[src/rtl/axi_pkg.sv]
// -----------------------------------------------------------------------------
// axi_pkg
// Shared encodings for the AXI read slave: burst types, response codes, the
// 32-byte beat width, the read FSM state type and the burst legality check.
// -----------------------------------------------------------------------------
package axi_pkg;

   localparam logic [1:0] BURST_FIXED = 2'b00;
   localparam logic [1:0] BURST_INCR  = 2'b01;
   localparam logic [1:0] BURST_WRAP  = 2'b10;
   localparam logic [1:0] BURST_RSVD  = 2'b11;

   localparam logic [1:0] RESP_OKAY   = 2'b00;
   localparam logic [1:0] RESP_SLVERR = 2'b10;

   localparam int BEAT_BYTES = 32;
   localparam int BEAT_LSB   = $clog2(BEAT_BYTES);

   typedef enum logic {
      ST_IDLE = 1'b0,
      ST_DATA = 1'b1
   } rd_state_t;

   // A burst is answered with SLVERR on every beat when the beat is wider
   // than the memory word, the burst type is reserved, or a WRAP length is
   // not 2/4/8/16 beats.
   function automatic logic burst_err(input logic [2:0] size,
                                      input logic [7:0] len,
                                      input logic [1:0] burst);
      logic bad_wrap;
      bad_wrap = (burst == BURST_WRAP) &&
                 !((len == 8'd1) || (len == 8'd3) || (len == 8'd7) || (len == 8'd15));
      return (size > 3'(BEAT_LSB)) || (burst == BURST_RSVD) || bad_wrap;
   endfunction

endpackage

[src/rtl/axi_burst_addr.sv]
// -----------------------------------------------------------------------------
// axi_burst_addr
// Combinational next-beat address for an AXI burst.
//   i_addr  [31:0] current beat address (first beat may be unaligned)
//   i_size  [2:0]  log2 bytes per beat
//   i_len   [7:0]  beats minus one
//   i_burst [1:0]  FIXED / INCR / WRAP / reserved
//   o_next  [31:0] address of the following beat
// -----------------------------------------------------------------------------
module axi_burst_addr
   import axi_pkg::*;
(
   input  logic [31:0] i_addr,
   input  logic [2:0]  i_size,
   input  logic [7:0]  i_len,
   input  logic [1:0]  i_burst,
   output logic [31:0] o_next
);

   logic [31:0] w_incr;
   logic [31:0] w_bound;

   assign w_incr  = 32'd1 << i_size;
   assign w_bound = ({24'd0, i_len} + 32'd1) << i_size;

   always_comb begin
      o_next = i_addr;
      case (i_burst)
         BURST_INCR: o_next = (i_addr & ~(w_incr - 32'd1)) + w_incr;
         // Wrap keeps the upper bits of the boundary-aligned block and lets
         // only the offset inside the block roll over.
         BURST_WRAP: o_next = (i_addr & ~(w_bound - 32'd1)) |
                              ((i_addr + w_incr) & (w_bound - 32'd1));
         default:    o_next = i_addr;
      endcase
   end

endmodule

[src/rtl/axi_read_slave.sv]
// -----------------------------------------------------------------------------
// axi_read_slave
// Single-outstanding AXI read slave backed by a DEPTH x 256-bit memory that
// is filled through a side preload port.
//   i_clk, i_reset           clock, async active-high reset
//   arid/araddr/arlen/arsize/arburst/arvalid -> arready   read address channel
//   rid/rdata/rresp/rlast/rvalid <- rready                 read data channel
//   pl_we/pl_addr/pl_wdata   memory preload (any state, not cleared by reset)
//
// state   | meaning
// --------+---------------------------------------------------------------
// ST_IDLE | waiting for an AR handshake, arready high (once out of reset)
// ST_DATA | presenting beats, rvalid high, advance on rready
// -----------------------------------------------------------------------------
module axi_read_slave
   import axi_pkg::*;
#(
   parameter int DEPTH = 16,
   parameter int ID_W  = 7
) (
   input  logic                     i_clk,
   input  logic                     i_reset,
   input  logic [ID_W-1:0]          arid,
   input  logic [31:0]              araddr,
   input  logic [7:0]               arlen,
   input  logic [2:0]               arsize,
   input  logic [1:0]               arburst,
   input  logic                     arvalid,
   output logic                     arready,
   output logic [ID_W-1:0]          rid,
   output logic [255:0]             rdata,
   output logic [1:0]               rresp,
   output logic                     rlast,
   output logic                     rvalid,
   input  logic                     rready,
   input  logic                     pl_we,
   input  logic [$clog2(DEPTH)-1:0] pl_addr,
   input  logic [255:0]             pl_wdata
);

   localparam int AW = $clog2(DEPTH);

   rd_state_t       r_state;
   rd_state_t       w_state_nxt;
   logic            r_ar_en;
   logic [ID_W-1:0] r_id;
   logic [31:0]     r_addr;
   logic [7:0]      r_len;
   logic [2:0]      r_size;
   logic [1:0]      r_burst;
   logic [7:0]      r_cnt;
   logic            r_err;
   logic [255:0]    r_mem [DEPTH];

   logic            w_ar_hs;
   logic            w_r_hs;
   logic            w_last;
   logic [31:0]     w_next_addr;

   assign w_ar_hs = arvalid && arready;
   assign w_r_hs  = rvalid && rready;
   assign w_last  = (r_cnt == r_len);

   axi_burst_addr u_burst_addr (
      .i_addr  (r_addr),
      .i_size  (r_size),
      .i_len   (r_len),
      .i_burst (r_burst),
      .o_next  (w_next_addr)
   );

   always_ff @(posedge i_clk or posedge i_reset) begin
      if (i_reset) r_state <= ST_IDLE;
      else         r_state <= w_state_nxt;
   end

   // Holds arready low while reset is asserted; it rises on the first edge
   // after release.
   always_ff @(posedge i_clk or posedge i_reset) begin
      if (i_reset) r_ar_en <= 1'b0;
      else         r_ar_en <= 1'b1;
   end

   always_comb begin
      w_state_nxt = r_state;
      arready     = 1'b0;
      rvalid      = 1'b0;
      case (r_state)
         ST_IDLE: begin
            arready = r_ar_en;
            if (arvalid && r_ar_en) w_state_nxt = ST_DATA;
         end
         ST_DATA: begin
            rvalid = 1'b1;
            if (rready && w_last) w_state_nxt = ST_IDLE;
         end
         default: w_state_nxt = ST_IDLE;
      endcase
   end

   always_ff @(posedge i_clk or posedge i_reset) begin
      if (i_reset) begin
         r_id    <= '0;
         r_addr  <= '0;
         r_len   <= '0;
         r_size  <= '0;
         r_burst <= '0;
         r_cnt   <= '0;
         r_err   <= 1'b0;
      end else if (w_ar_hs) begin
         r_id    <= arid;
         r_addr  <= araddr;
         r_len   <= arlen;
         r_size  <= arsize;
         r_burst <= arburst;
         r_cnt   <= '0;
         r_err   <= burst_err(arsize, arlen, arburst);
      end else if (w_r_hs && !w_last) begin
         r_addr  <= w_next_addr;
         r_cnt   <= r_cnt + 8'd1;
      end
   end

   always_ff @(posedge i_clk) begin
      if (pl_we) r_mem[pl_addr] <= pl_wdata;
   end

   // Read is asynchronous from the current beat address, so a preload to the
   // presented word shows up the cycle after the write edge.
   assign rdata = r_mem[r_addr[BEAT_LSB +: AW]];
   assign rid   = r_id;
   assign rlast = rvalid && w_last;
   assign rresp = (rvalid && r_err) ? RESP_SLVERR : RESP_OKAY;

endmodule

[config.mk]
export PLATFORM = sky130hd
export DESIGN_NAME = axi_read_slave
export DESIGN_NICKNAME = d
export VERILOG_FILES = /design/src/rtl/axi_pkg.sv /design/src/rtl/axi_burst_addr.sv /design/src/rtl/axi_read_slave.sv
export SDC_FILE = /design/constraint.sdc
export NUM_CORES = 2
export LEC_CHECK = 0
export ABC_CLOCK_PERIOD_IN_PS = 6300
export CORE_MARGIN = 4
export CORE_UTILIZATION = 30
export DETAILED_ROUTE_END_ITERATION = 8
export PLACE_DENSITY_LB_ADDON = 0.15
export SLEW_MARGIN = 20
export SYNTH_ARGS = -nofsm -noshare
export SYNTH_HDL_FRONTEND = slang
export SYNTH_HIERARCHICAL = 1
export SYNTH_SLANG_ARGS = --single-unit
[constraint.sdc]
create_clock -name i_clk -period 6.3 [get_ports i_clk]
set_clock_uncertainty 0.2 [all_clocks]
set_input_delay 1.26 -clock i_clk [delete_from_list [all_inputs] [get_ports i_clk]]
set_output_delay 1.26 -clock i_clk [all_outputs]
set_load 0.005 [all_outputs]
Word level (Yosys, flattened, before mapping)
Memory sizes are Yosys's and may differ from the RTL's.
Cells that the tools add are included.
- bits in writable memories: 4096
- logic and storage cells: 66
- bits in registers: 63
- output and inout bits: 268
- memories kept: 1
- mux-type cells: 13
- eq/ne operators: 9
- shifts and indexed selects: 2
- reductions and logical operators: 18
- bitwise gates (word level): 7
- add/subtract/negate cells: 6
- order comparisons: 1
- memory list (name ; depth ; bits a word ; rd ports ; clocked after memory_dff ; wr ports ; RTL line ; RTL):
    r_mem ; 16 ; 256 ; 1 ; 0 ; 1 ; axi_read_slave.sv:53 ; logic [255:0] r_mem [DEPTH];
- operators by type and width (operator ; count):
    32-bit AND ; 3
    32-bit adder ; 2
    32-bit 2-to-1 mux ; 2
    32-bit inverter ; 2
    32-bit case mux with 2 select lines ; 1
    32-bit by 1-bit subtractor with 32-bit output, second input constant ; 2
    32-bit OR ; 1
    1-bit by 3-bit << shifter with 32-bit output, first input constant ; 1
    32-bit by 3-bit << shifter with 32-bit output ; 1
    8-bit 2-to-1 mux ; 2
    8-bit by 1-bit adder with 9-bit output, second input constant ; 1
    8-bit by 1-bit adder with 8-bit output, second input constant ; 1
    8-bit by 1-bit equality test with 1-bit output, second input constant ; 1
    8-bit by 2-bit equality test with 1-bit output, second input constant ; 1
    8-bit by 3-bit equality test with 1-bit output, second input constant ; 1
    8-bit by 4-bit equality test with 1-bit output, second input constant ; 1
    8-bit equality test ; 1
    1-bit logical AND ; 8
    2-bit equality test, second input constant ; 3
    1-bit 2-to-1 mux ; 6
    1-bit logical OR ; 5
    3-bit > comparator, second input constant ; 1
    3-bit nonzero test ; 1
    2-bit by 1-bit equality test with 1-bit output, second input constant ; 1
    6 further kinds ; 7

Logic depth before layout (Yosys ltp)
- depth after elaboration: 9
- depth in mapped cells: 18
- mapped depth without buffers: 15

Cells and area by module
Netlist, hierarchy kept.
- modules (own cells, without submodules) (module ; sequential area each (sq um) ; area each (sq um) ; cells an instance ; instances):
    axi_read_slave ; 124574.5 ; 156670.3 ; 6257 ; 1
    axi_burst_addr ; 0.0 ; 3788.6 ; 609 ; 1

Worst setup path after synthesis
Ideal clock, no wire load.
- kind: in2reg
- start: in pl_addr[2]
- end: mem r_mem[0][0], enable pin
- arrival: 18.993 ns
- cell stages on the path: 2
- slack: -14.084 ns
- cells stage by stage: or3b_2 > nor3_1
- RTL lines (what ; RTL line ; RTL):
    start, declared ; axi_read_slave.sv:37 ; input logic [$clog2(DEPTH)-1:0] pl_addr,
    end, declared ; axi_read_slave.sv:53 ;
Straight into the memory's write port.

Worst setup path in the final report
- start: reg r_addr[5]
- end: out rdata[142]
- longest elaborated chain between the ends: 1
- RTL lines (what ; RTL line ; RTL):
    start, declared ; axi_read_slave.sv:47 ; logic [31:0] r_addr;
    start signal, assigned ; axi_read_slave.sv:112 ; r_addr <= araddr;
    start signal, assigned ; axi_read_slave.sv:119 ; r_addr <= w_next_addr;
    memory read 16 x 256 bit ; - ;
    end, declared ; axi_read_slave.sv:31 ; output logic [255:0] rdata,
Every way passes these cells.

==> key figures <==
Status
  – Outcome: finished, final reports clean

Placement
  – DP Cell Count: 13863
  – HPWL Detailed: 228000 um
  – Gpl congestion: 0.729
  – Port buffer count: 560
  – Dpl ws: 1.36 ns
  – Area after DPL: 174000 um2

Floorplanning
  – Die width: 733 um
  – Initial Utilization: 0.302
  – Die Y: 733 um
  – IO Pins: 585
  – Core box area: 522000 um2
  – Site row count: 265
  – Die ar.: 537000 um2

Final layout
  – Share of cells above drive strength 1: 0.270
  – Final non-filler cell total: 14717
  – Nets@finish: 7711
  – Most frequent cells in the layout: 4096 x edfxtp_1, 1198 x mux4_2, 560 x clkdlybuf4s50_1
  – Area Overhead vs Synth: 19.2%
  – Commonest non-fill, non-tap cell in the layout: edfxtp_1
  – Post-layout util: 0.360
  – Final instance area: 188000 um2

Run
  – Max-Cap Viols: 0

STA
  – Slew at the pin closest to its max-slew limit: 1.25 ns
  – Headroom to the max-slew limit: 0.167
  – Fin crit period: 5.83 ns
  – Hold Violations, Final: 0
  – FMAX: 172 MHz
  – Final setup fails: 0
  – Slew Limit Fails: 0
  – Final setup margin: 0.469 ns
  – Fin crit share: 0.926
  – Worst Hold Slack: 0.277 ns
  – Setup_tns: 0 ns
  – RSZ-0062 raised after global routing: no

Power
  – Worst vdd ir: 0.280 mV
  – Static leakage: 57.3 nW
  – PwrDens: 421 nW/um2
  – Total power: 79.1 mW

Global routing
  – Antenna violations before repair: 114
  – Gr busiest metal: met2
  – Grt total ovfl: 0
  – First-pass GRT wire length: 601000 um
  – Met3 GRT Util: 0.0275
  – Number of global-route vias before repair: 77386
  – Overall Global Routing Usage: 0.155
  – Largest net degree at the start of global routing: 97
  – M1 GR Usage: 0.212
  – GR Util met2: 0.259

Hold path
  – Min-Delay Path Class: flop to flop
  – Hold Path End: rid[5]
  – Hold path startpoint: rid[5]
  – Hold path depth: 2

Setup path
  – R2R Path End: r_addr[8]
  – Worst setup SP type: flop
  – WP data required: 4.84 ns
  – R2R Path Start: r_len[0]
  – Critical Path Sink Type: primary output
  – Slowest-stage cell, CP: dfrtp_4
  – Critical Path Max Stage Delay: 0.65 ns
  – CP top delay family: buffers and inverters
  – Reg2Reg Depth: 12
  – Crit-path max FO: 21
  – Reg2reg setup slack: 2.27 ns
  – Crit path kind: flop to primary output
  – CP Buf/Inv Count: 4
  – Crit-path cells: buf_12 -> buf_12 -> buf_4 -> mux4_2 -> mux4_2 -> clkdlybuf4s50_1
  – Worst Path Arrival: 4.37 ns

Clock network
  – PostCTS Resize Cnt: 0
  – Hold_buf cts: 0
  – Bufs on Longest Clock Path: 4
  – CTS clock-pin slew for the worst setup and hold paths: 0.06 ns
  – Root Buffer: clkbuf_16
  – Clk sinks: 4136
  – Setup bufs post-CTS: 0
  – Clock H-tree levels: 5
  – Worst-Skew Late Latency: 0.97 ns
  – CTS tree: done
  – CTS Buf Count: 453

Logic synthesis
  – Synth warn: 6
  – Syn avg cell area: 24.4 um2
  – Mapped cell area: 158000 um2
  – Synth Instances: 6471
  – Syn_nets: 6806

Detailed routing
  – 1st-iter DRT viols: 5504
  – DRT Pass-1 Iters: 7
  – WL/cell: 28.9 um
  – DR DRC count: 0
  – Via/cell ratio: 4.88
  – Antenna viol nets, final: 0
  – Via count: 71872
  – Routed WL: 426000 um
report_power, final:
part / switching, mW / internal [mW]
registers: 0.551 / 30.9
clock network: 10.9 / 14.4
logic: 10.9 / 11.4
sequential cells by signal, summed over array words and instances (netlist names):
signal / cells
r_burst: 2
r_cnt: 8
r_addr: 9
rid: 7
r_err: 1
r_mem: 4096
r_size: 3
r_state: 1
r_ar_en: 1
r_len: 8
per-layer routing:
metal | wire [um] | vias up
met5 | 439 | -
met4 | 9540 | 64
met3 | 22400 | 678
met2 | 208000 | 1726
met1 | 185000 | 39598
li1 | - | 29806
area by class of cell:
type,instances,area [um2]
well taps,6942,8690
multi-input cells,1953,32100
fillers,47810,334000
flip-flops and latches,4136,124000
diodes,20,50.0
repair buffers,810,8750
clock buffers,586,12000
clock inverters,248,2190
inverters,22,82.6
worst reg2reg max path, cell delays in order, from the launching register on:
cell,delay [ns]
dfrtp_1,0.68
ha_1,0.36
nand2b_1,0.16
and2_1,0.21
a221o_1,0.36
o41a_1,0.44
or4b_4,0.54
xnor2_1,0.16
or4_1,0.41
nand2_1,0.07
a221o_1,0.14
mux2i_1,0.08
a21oi_1,0.16
worst max-delay path by stage:
| stage | start | to | slack [ns] | cells past startpoint |
|---|---|---|---|---|
| 2_1_floorplan | pl_addr[2] | r_mem[1][0] | -2.74 | 2 |
| 3_3_place_gp | r_addr[6] | rdata[28] | 1.36 | 4 |
| 3_5_place_dp | r_addr[6] | rdata[66] | 1.36 | 6 |
| 4_1_cts | r_addr[6] | rdata[66] | 0.22 | 6 |
| 5_1_grt | r_addr[5] | rdata[142] | 0.23 | 6 |
| 6_report | r_addr[5] | rdata[142] | 0.47 | 6 |
Power figures use the tool's default switching activity.
